<file path="config.mk">
export PLATFORM = sky130hd
export DESIGN_NAME = lrck_rate_detector
export DESIGN_NICKNAME = d
export VERILOG_FILES = /design/src/rtl/lrck_rate_detector_pkg.sv /design/src/rtl/lrck_edge_sync.sv /design/src/rtl/lrck_rate_detector.sv
export SDC_FILE = /design/constraint.sdc
export NUM_CORES = 1
export LEC_CHECK = 0
export BUFFER_PORTS_ARGS = -buffer_cell sky130_fd_sc_hd__buf_4
export CAP_MARGIN = 20
export CORE_MARGIN = 1
export CORE_UTILIZATION = 40
export CTS_CLUSTER_SIZE = 12
export DETAILED_ROUTE_END_ITERATION = 16
export MAX_ROUTING_LAYER = met4
export SYNTH_ARGS = -nofsm -noshare
export SYNTH_HDL_FRONTEND = slang
export SYNTH_SLANG_ARGS = --single-unit
</file>
<file path="constraint.sdc">
create_clock -name i_clk -period 1.9 [get_ports i_clk]
set_input_delay 0.095 -clock i_clk [delete_from_list [all_inputs] [get_ports i_clk]]
set_output_delay 0.095 -clock i_clk [all_outputs]
set_load 0.005 [all_outputs]
</file>
<file path="src/rtl/lrck_rate_detector_pkg.sv">
// Shared types and constant tables for the LRCK sample-rate detector.
// Rate classes are ordered by ascending fs, so nominal periods descend with the index.
package lrck_rate_detector_pkg;

  typedef enum logic [1:0] {
    BR_X1 = 2'd0,
    BR_X2 = 2'd1,
    BR_X4 = 2'd2,
    BR_X8 = 2'd3
  } bitrate_t;

  typedef struct packed {
    logic     valid;
    logic     fam;
    bitrate_t mult;
  } rate_class_t;

  localparam logic [1:0] DET_IDLE    = 2'd0;
  localparam logic [1:0] DET_ARMED   = 2'd1;
  localparam logic [1:0] DET_MEASURE = 2'd2;
  localparam logic [1:0] DET_LOCKED  = 2'd3;

  localparam int RATE_HZ [8] = '{44100, 48000, 88200, 96000, 176400, 192000, 352800, 384000};

  function automatic logic [31:0] win_lo(input int idx, input int clk_hz, input int tol);
    return 32'((clk_hz / RATE_HZ[idx[2:0]]) * (1000 - tol) / 1000);
  endfunction

  function automatic logic [31:0] win_hi(input int idx, input int clk_hz, input int tol);
    return 32'((clk_hz / RATE_HZ[idx[2:0]]) * (1000 + tol) / 1000);
  endfunction

  // Odd indices are the 48k family; index pairs map to x1, x2, x4, x8.
  function automatic rate_class_t classify(input logic [31:0] p, input int clk_hz, input int tol);
    rate_class_t c;
    c = '{valid: 1'b0, fam: 1'b0, mult: BR_X1};
    for (int i = 0; i < 8; i++) begin
      if (p >= win_lo(i, clk_hz, tol) && p <= win_hi(i, clk_hz, tol)) begin
        c.valid = 1'b1;
        c.fam   = i[0];
        c.mult  = bitrate_t'(i[2:1]);
      end
    end
    return c;
  endfunction

endpackage

</file>
<file path="src/rtl/lrck_edge_sync.sv">
// Two-flop synchroniser for the asynchronous LRCK plus a rising-edge strobe.
// Strobe is high for one clk, two clk after the pin rises; no backpressure.
module lrck_edge_sync (
  input  logic i_clk,
  input  logic i_reset,
  input  logic i_lrck,
  output logic o_edge
);

  logic r_s1;
  logic r_s2;
  logic r_s3;

  always_ff @(posedge i_clk) begin
    if (i_reset) begin
      r_s1 <= 1'b0;
      r_s2 <= 1'b0;
      r_s3 <= 1'b0;
    end else begin
      r_s1 <= i_lrck;
      r_s2 <= r_s1;
      r_s3 <= r_s2;
    end
  end

  assign o_edge = r_s2 & ~r_s3;

endmodule

</file>
<file path="src/rtl/lrck_rate_detector.sv">
// Measures the LRCK period, classifies it into family/multiple and qualifies it with lock hysteresis.
// A lrck pin edge reaches the lock outputs 2 sync + 3 clk later; no backpressure.
module lrck_rate_detector
  import lrck_rate_detector_pkg::*;
#(
  parameter int CLK_HZ      = 50_000_000,
  parameter int TOL_PPT     = 20,
  parameter int LOCK_CNT    = 4,
  parameter int TIMEOUT_CYC = 4096,
  parameter int CW          = 16
) (
  input  logic          i_clk,
  input  logic          i_reset,
  input  logic          i_lrck,
  output logic          o_locked,
  output bitrate_t      o_bitrate,
  output logic          o_fam_48,
  output logic [CW-1:0] o_period,
  output logic          o_rate_change
);

  localparam int MW = $clog2(LOCK_CNT + 1);

  // Adjacent windows must leave a gap, otherwise a period could hit two classes.
  for (genvar g = 0; g < 7; g++) begin : g_win_chk
    if (win_lo(g, CLK_HZ, TOL_PPT) <= win_hi(g + 1, CLK_HZ, TOL_PPT)) begin : g_overlap
      $error("lrck_rate_detector: class windows %0d and %0d overlap", g, g + 1);
    end
  end

  logic          w_edge;
  logic          w_timeout;
  logic          w_edge_acc;
  logic          w_same;
  logic [MW-1:0] w_match_nxt;
  logic [MW-1:0] w_miss_nxt;

  logic [CW-1:0] r_cnt;
  logic [CW-1:0] r_period;
  logic          r_edge_d1;
  logic          r_edge_d2;
  rate_class_t   r_class;
  logic [1:0]    r_state;
  logic [MW-1:0] r_match;
  logic [MW-1:0] r_miss;
  rate_class_t   r_cand;
  logic          r_locked;
  bitrate_t      r_bitrate;
  logic          r_fam;
  logic          r_rate_change;

  lrck_edge_sync u_sync (
    .i_clk   (i_clk),
    .i_reset (i_reset),
    .i_lrck  (i_lrck),
    .o_edge  (w_edge)
  );

  // Timeout fires on the cycle that carries cnt to TIMEOUT_CYC and swallows a coincident edge.
  assign w_timeout  = (r_state != DET_IDLE) && (r_cnt == CW'(TIMEOUT_CYC - 1));
  assign w_edge_acc = w_edge & ~w_timeout;

  always_comb begin
    w_same      = r_class.valid && (r_class == r_cand);
    w_match_nxt = '0;
    if (r_class.valid) begin
      w_match_nxt = w_same ? (r_match + MW'(1)) : MW'(1);
    end
    w_miss_nxt = w_same ? '0 : (r_miss + MW'(1));
  end

  always_ff @(posedge i_clk) begin
    if (i_reset) begin
      r_cnt     <= '0;
      r_period  <= '0;
      r_edge_d1 <= 1'b0;
      r_edge_d2 <= 1'b0;
      r_class   <= '0;
    end else begin
      if (w_edge_acc) begin
        r_cnt <= CW'(1);
        if (r_state != DET_IDLE) begin
          r_period <= r_cnt;
        end
      end else if (r_cnt != '1) begin
        r_cnt <= r_cnt + CW'(1);
      end
      r_edge_d1 <= w_edge_acc;
      r_edge_d2 <= r_edge_d1;
      r_class   <= classify(32'(r_period), CLK_HZ, TOL_PPT);
    end
  end

  always_ff @(posedge i_clk) begin
    if (i_reset) begin
      r_state       <= DET_IDLE;
      r_match       <= '0;
      r_miss        <= '0;
      r_cand        <= '0;
      r_locked      <= 1'b0;
      r_bitrate     <= BR_X1;
      r_fam         <= 1'b0;
      r_rate_change <= 1'b0;
    end else begin
      r_rate_change <= 1'b0;
      if (w_timeout) begin
        r_state  <= DET_IDLE;
        r_locked <= 1'b0;
        r_match  <= '0;
        r_miss   <= '0;
      end else if (r_edge_d2) begin
        case (r_state)
          DET_IDLE: r_state <= DET_ARMED;
          DET_ARMED, DET_MEASURE: begin
            r_match <= w_match_nxt;
            if (r_class.valid) begin
              r_cand <= r_class;
            end
            if (w_match_nxt == MW'(LOCK_CNT)) begin
              r_state       <= DET_LOCKED;
              r_locked      <= 1'b1;
              r_bitrate     <= r_class.mult;
              r_fam         <= r_class.fam;
              r_rate_change <= 1'b1;
              r_miss        <= '0;
            end else begin
              r_state <= DET_MEASURE;
            end
          end
          DET_LOCKED: begin
            // Outputs deliberately keep the last locked class after losing lock.
            if (w_miss_nxt == MW'(LOCK_CNT)) begin
              r_state  <= DET_MEASURE;
              r_locked <= 1'b0;
              r_match  <= '0;
              r_miss   <= '0;
            end else begin
              r_miss <= w_miss_nxt;
            end
          end
          default: r_state <= DET_IDLE;
        endcase
      end
    end
  end

  assign o_locked      = r_locked;
  assign o_bitrate     = r_bitrate;
  assign o_fam_48      = r_fam;
  assign o_period      = r_period;
  assign o_rate_change = r_rate_change;

endmodule
</file>
==> impl_metrics.prom <==
# TYPE chip_impl_metric gauge
chip_impl_metric{name="globalplace.congestion",unit=""} 0.889
chip_impl_metric{name="fp_rows",unit=""} 30
chip_impl_metric{name="synth_edf_count",unit=""} 0
chip_impl_metric{name="worst_r2r_path_depth",unit=""} 5
chip_impl_metric{name="layout_setup_ws",unit="ns"} -0.00675
chip_impl_metric{name="cts.clk_slew.worst_paths",unit="ns"} 0.07
chip_impl_metric{name="grt_pass1_wl",unit="mm"} 12.7
chip_impl_metric{name="flip_flop_and_latch_count_after_synthesis",unit=""} 58
chip_impl_metric{name="die_height",unit="um"} 87.8
chip_impl_metric{name="final_layout_size_suffix_gt1_frac",unit=""} 0.330
chip_impl_info{name="timing.hold.worst.start",value="i_reset"} 1
chip_impl_metric{name="drt_wl_total",unit="mm"} 7.51
chip_impl_metric{name="hold_slack",unit="ns"} 0.153
chip_impl_metric{name="leakagePower",unit="nW"} 1.51
chip_impl_metric{name="timing.final.hold_violations",unit=""} 0
chip_impl_metric{name="design.die.area",unit="um2"} 7710
chip_impl_metric{name="slowest_delay",unit="ns"} 0.53
chip_impl_metric{name="worst_pin_slew",unit="ns"} 0.424
chip_impl_metric{name="wire_per_inst",unit="um"} 14.7
chip_impl_metric{name="ff2ff_setup_slack",unit="ns"} -0.007
chip_impl_metric{name="ir_worst_vdd",unit="mV"} 0.376
chip_impl_metric{name="antenna_cells",unit=""} 0
chip_impl_metric{name="setup_tns",unit="ns"} -0.00675
chip_impl_metric{name="ys_seq_area_frac",unit=""} 0.394
chip_impl_info{name="crit_chain",value="or4_4 -> or4_4 -> nor4b_4 -> a21oi_1 -> a41oi_1"} 1
chip_impl_metric{name="dp_worst_setup_slack",unit="ns"} -0.0517
chip_impl_info{name="rr_startpoint",value="o_period[13]"} 1
chip_impl_metric{name="cts-htree-levels",unit=""} 3
chip_impl_info{name="cts_tree",value="yes"} 1
chip_impl_metric{name="netlist_instances",unit=""} 341
chip_impl_info{name="timing.hold.worst.class",value="input pin to flip-flop"} 1
chip_impl_metric{name="design.portCount",unit=""} 24
chip_impl_info{name="worstSetupEndpoint",value="r_class[2]"} 1
chip_impl_metric{name="worst_ep_arrival_time",unit="ns"} 2.16
chip_impl_info{name="timing_worst_setup_path_type",value="flip-flop to flip-flop"} 1
chip_impl_metric{name="core-area",unit="um2"} 6940
chip_impl_metric{name="ant_nets",unit=""} 0
chip_impl_metric{name="grt_overflow_total",unit=""} 0
chip_impl_metric{name="cts_max_path_buffers",unit=""} 2
chip_impl_metric{name="synth.cell_area",unit="um2"} 2950
chip_impl_info{name="failed_checks",value="setup timing"} 1
chip_impl_metric{name="largest_net_degree_at_the_start_of_global_routing",unit=""} 35
chip_impl_info{name="crit_path_top_delay_cell",value="sky130_fd_sc_hd__or4_4"} 1
chip_impl_info{name="critPathLaunchType",value="flip-flop"} 1
chip_impl_metric{name="fin_crit_sh",unit=""} 1.00
chip_impl_metric{name="detail_route.iter0.violations",unit=""} 93
chip_impl_metric{name="setup_viol",unit=""} 1
chip_impl_metric{name="clock-sinks",unit=""} 58
chip_impl_metric{name="switching_share",unit=""} 0.210
chip_impl_info{name="end_kind",value="flip-flop"} 1
chip_impl_info{name="outcome",value="complete, but fails checks"} 1
chip_impl_metric{name="p_clk_frac",unit=""} 0.513
chip_impl_info{name="ys_dominant_reg_cell",value="sky130_fd_sc_hd__dfxtp_1"} 1
chip_impl_metric{name="numPortBuffers",unit=""} 23
chip_impl_metric{name="firstDrtPassIters",unit=""} 4
chip_impl_metric{name="post_synth.cell_area_avg",unit="um2"} 8.64
chip_impl_metric{name="max_freq",unit="MHz"} 524
chip_impl_info{name="setup_repair_after_global_routing_missed_its_margin",value="yes"} 1
chip_impl_metric{name="vias_per_cell",unit=""} 5.43
chip_impl_metric{name="asr_flop_ratio_synth",unit=""} 0
chip_impl_metric{name="clkLatencyLatePin",unit="ns"} 0.34
chip_impl_metric{name="chipWidth",unit="um"} 87.8
chip_impl_info{name="critPathLaunch",value="o_period[13]"} 1
chip_impl_metric{name="fin_nets",unit=""} 419
chip_impl_metric{name="place_hpwl",unit="mm"} 5.41
chip_impl_metric{name="power-per-cell-area",unit="nW/um2"} 673
chip_impl_metric{name="seqPwrFrac",unit=""} 0.454
chip_impl_metric{name="total_drc_errors_in_the_routed_layout",unit=""} 0
chip_impl_info{name="reg2reg_to",value="r_class[2]"} 1
chip_impl_metric{name="route.vias.total",unit=""} 2776
chip_impl_metric{name="mappedNetlistNets",unit=""} 350
chip_impl_metric{name="areaGrowthSynthToFinish",unit="%"} 36.7
chip_impl_metric{name="cp_data_required_time",unit="ns"} 2.15
chip_impl_metric{name="netlist-cell-type-count",unit=""} 56
chip_impl_metric{name="slew_headroom",unit=""} 0.714
chip_impl_metric{name="vias_in_the_first_global_route",unit=""} 2668
chip_impl_metric{name="timing.max_cap.violations",unit=""} 0
chip_impl_info{name="critical_path.most_common_cell",value="sky130_fd_sc_hd__or4_4"} 1
chip_impl_metric{name="grt_antenna_before_repair",unit=""} 0
chip_impl_metric{name="critical_path.max_fanout",unit=""} 2
chip_impl_metric{name="cts_inserted_buffers",unit=""} 9
chip_impl_metric{name="final.setup_skew",unit="ns"} 0.0123
chip_impl_metric{name="initial_core_util",unit=""} 0.424
chip_impl_metric{name="internal_portion_of_total_power",unit="mW"} 2.14
chip_impl_metric{name="min_period",unit="ns"} 1.91
chip_impl_metric{name="drv_slew",unit=""} 0
chip_impl_info{name="cts-root-buf",value="sky130_fd_sc_hd__clkbuf_8"} 1
chip_impl_metric{name="gr-usage-all-layers",unit=""} 0.222
chip_impl_metric{name="comb_power_share",unit=""} 0.034
chip_impl_metric{name="p_switching",unit="mW"} 0.570
chip_impl_metric{name="yosysWarnings",unit=""} 0
-- flip-flops by register name, indices dropped and copies added (netlist names) --
| name | count |
|---|---|
| r_edge_d2 | 1 |
| o_locked | 1 |
| r_match | 3 |
| r_miss | 3 |
| r_cand | 4 |
| o_rate_change | 1 |
| r_state | 2 |
| r_cnt | 16 |
| u_sync.r_s1 | 1 |
| r_class | 4 |
| r_edge_d1 | 1 |
| u_sync.r_s3 | 1 |
| o_period | 16 |
| o_bitrate | 2 |
| o_fam_48 | 1 |
| u_sync.r_s2 | 1 |
-- routing by layer --
| metal | share of wire | vias to the layer above | track usage |
|---|---|---|---|
| li1 | - | 1383 | - |
| met5 | 0 | - | - |
| met4 | 0.011 | 0 | 0.0790 |
| met2 | 0.50 | 42 | 0.364 |
| met3 | 0.028 | 8 | 0.0537 |
| met1 | 0.46 | 1343 | 0.262 |
-- placed cells by master, fill, tap and decap left out, drive strengths merged, types with 3 or more instances in the layout --
cell type   n
a211oi      3
a21oi      21
a31oi       4
and2        3
and3        7
and4        4
buf        78
bufinv      3
clkbuf     10
dfxtp      58
ha          6
inv         9
mux2i      18
nand2      17
nand2b      4
nand3      12
nand4       6
nor2       40
nor2b       9
nor3       11
nor4        4
o211ai      3
o21ai      19
o311ai      3
o31ai       7
or3         5
or4         6
or4b        3
xnor2       4
xor2       11
-- repair_timing --
item | CTS | global route
hold buffers | 1 | 0
endpoints found under the setup margin | 5 | 37
resized for setup | 5 | 30
pin swaps | 3 | 5
endpoints found under the hold margin | 1 | 0
setup buffers | 0 | 4
-- cells by family (layout without fill, tap and decap cells) --
family / after synthesis / in the layout / synth area share
AOI/OAI and AO/OA: 76 / 76 / 0.174
muxes: 18 / 18 / 0.0612
xor gates and xnor gates: 15 / 15 / 0.0446
DFF: 58 / 58 / 0.394
adders and majority gates: 6 / 6 / 0.0255
buffers and inverters: 29 / 103 / 0.0391
and+or+nand+nor: 139 / 139 / 0.262
-- synth_stat cells (all sizes together) (2+ instances only) --
| library cell | instances | share of area |
|---|---|---|
| dfxtp | 58 | 0.39 |
| nor2 | 40 | 0.051 |
| a21oi | 21 | 0.036 |
| o21ai | 19 | 0.034 |
| clkbuf | 18 | 0.023 |
| mux2i | 18 | 0.061 |
| nand2 | 17 | 0.022 |
| nand3 | 12 | 0.020 |
| nor3 | 11 | 0.019 |
| xor2 | 11 | 0.033 |
| nor2b | 9 | 0.019 |
| inv | 8 | 0.010 |
| and3 | 7 | 0.015 |
| o31ai | 7 | 0.018 |
| ha | 6 | 0.025 |
| nand4 | 6 | 0.013 |
| or4 | 6 | 0.018 |
| or3 | 5 | 0.011 |
| a31oi | 4 | 0.014 |
| and4 | 4 | 0.012 |
| nand2b | 4 | 0.0085 |
| nor4 | 4 | 0.011 |
| xnor2 | 4 | 0.012 |
| a211oi | 3 | 0.0076 |
| and2 | 3 | 0.0064 |
| buf | 3 | 0.0059 |
| o211ai | 3 | 0.0076 |
| o311ai | 3 | 0.0089 |
| or4b | 3 | 0.010 |
| a2111oi | 2 | 0.0059 |
| a211o | 2 | 0.0059 |
| a21boi | 2 | 0.0051 |
| a41oi | 2 | 0.0085 |
| nor4b | 2 | 0.011 |
| or3b | 2 | 0.0059 |
-- per-stage QoR --
stage	power [mW]	std cells	util	area (um2)
3_5_place_dp	1.34	490	0.517	3590
4_1_cts	2.75	507	0.558	3870
6_report	2.71	511	0.580	4030
3_3_place_gp	1.34	490	0.517	3590
5_1_grt	2.83	511	0.580	4030
2_1_floorplan	1.31	341	-	2980
-- critical path: cells and delay by family, from the launching register on --
family,cells,cell delay (ns)
and+or+nand+nor,3,1.25
AOI/OAI and AO/OA,2,0.26
DFF,1,0.32
-- power groups by stage --
| stage | sequential (mW) | clock (mW) | combinational [mW] |
|---|---|---|---|
| after floorplan | 1.26 | 0 | 0.0468 |
| after global placement | 1.26 | 0 | 0.0849 |
| after detailed placement | 1.26 | 0 | 0.0860 |
| after CTS | 1.23 | 1.44 | 0.0886 |
| after global routing | 1.23 | 1.49 | 0.101 |
| final | 1.23 | 1.39 | 0.0912 |
-- worst min path at each step --
stage | endpoint | cells after the start
4_1_cts | o_period[3] | 2
3_3_place_gp | u_sync.r_s1 | 2
6_report | r_edge_d2 | 2
3_5_place_dp | u_sync.r_s1 | 2
5_1_grt | o_period[9] | 2
2_1_floorplan | u_sync.r_s1 | 1
-- layout make-up --
type,count,area [um2]
clock buffer,10,128
clock inverter,6,114
fill,630,2920
inverter,8,30.0
multi-input combinational,254,1840
sequential,58,1170
tap,96,120
timing repair buffer,79,621
Power figures use the tool's default switching activity.
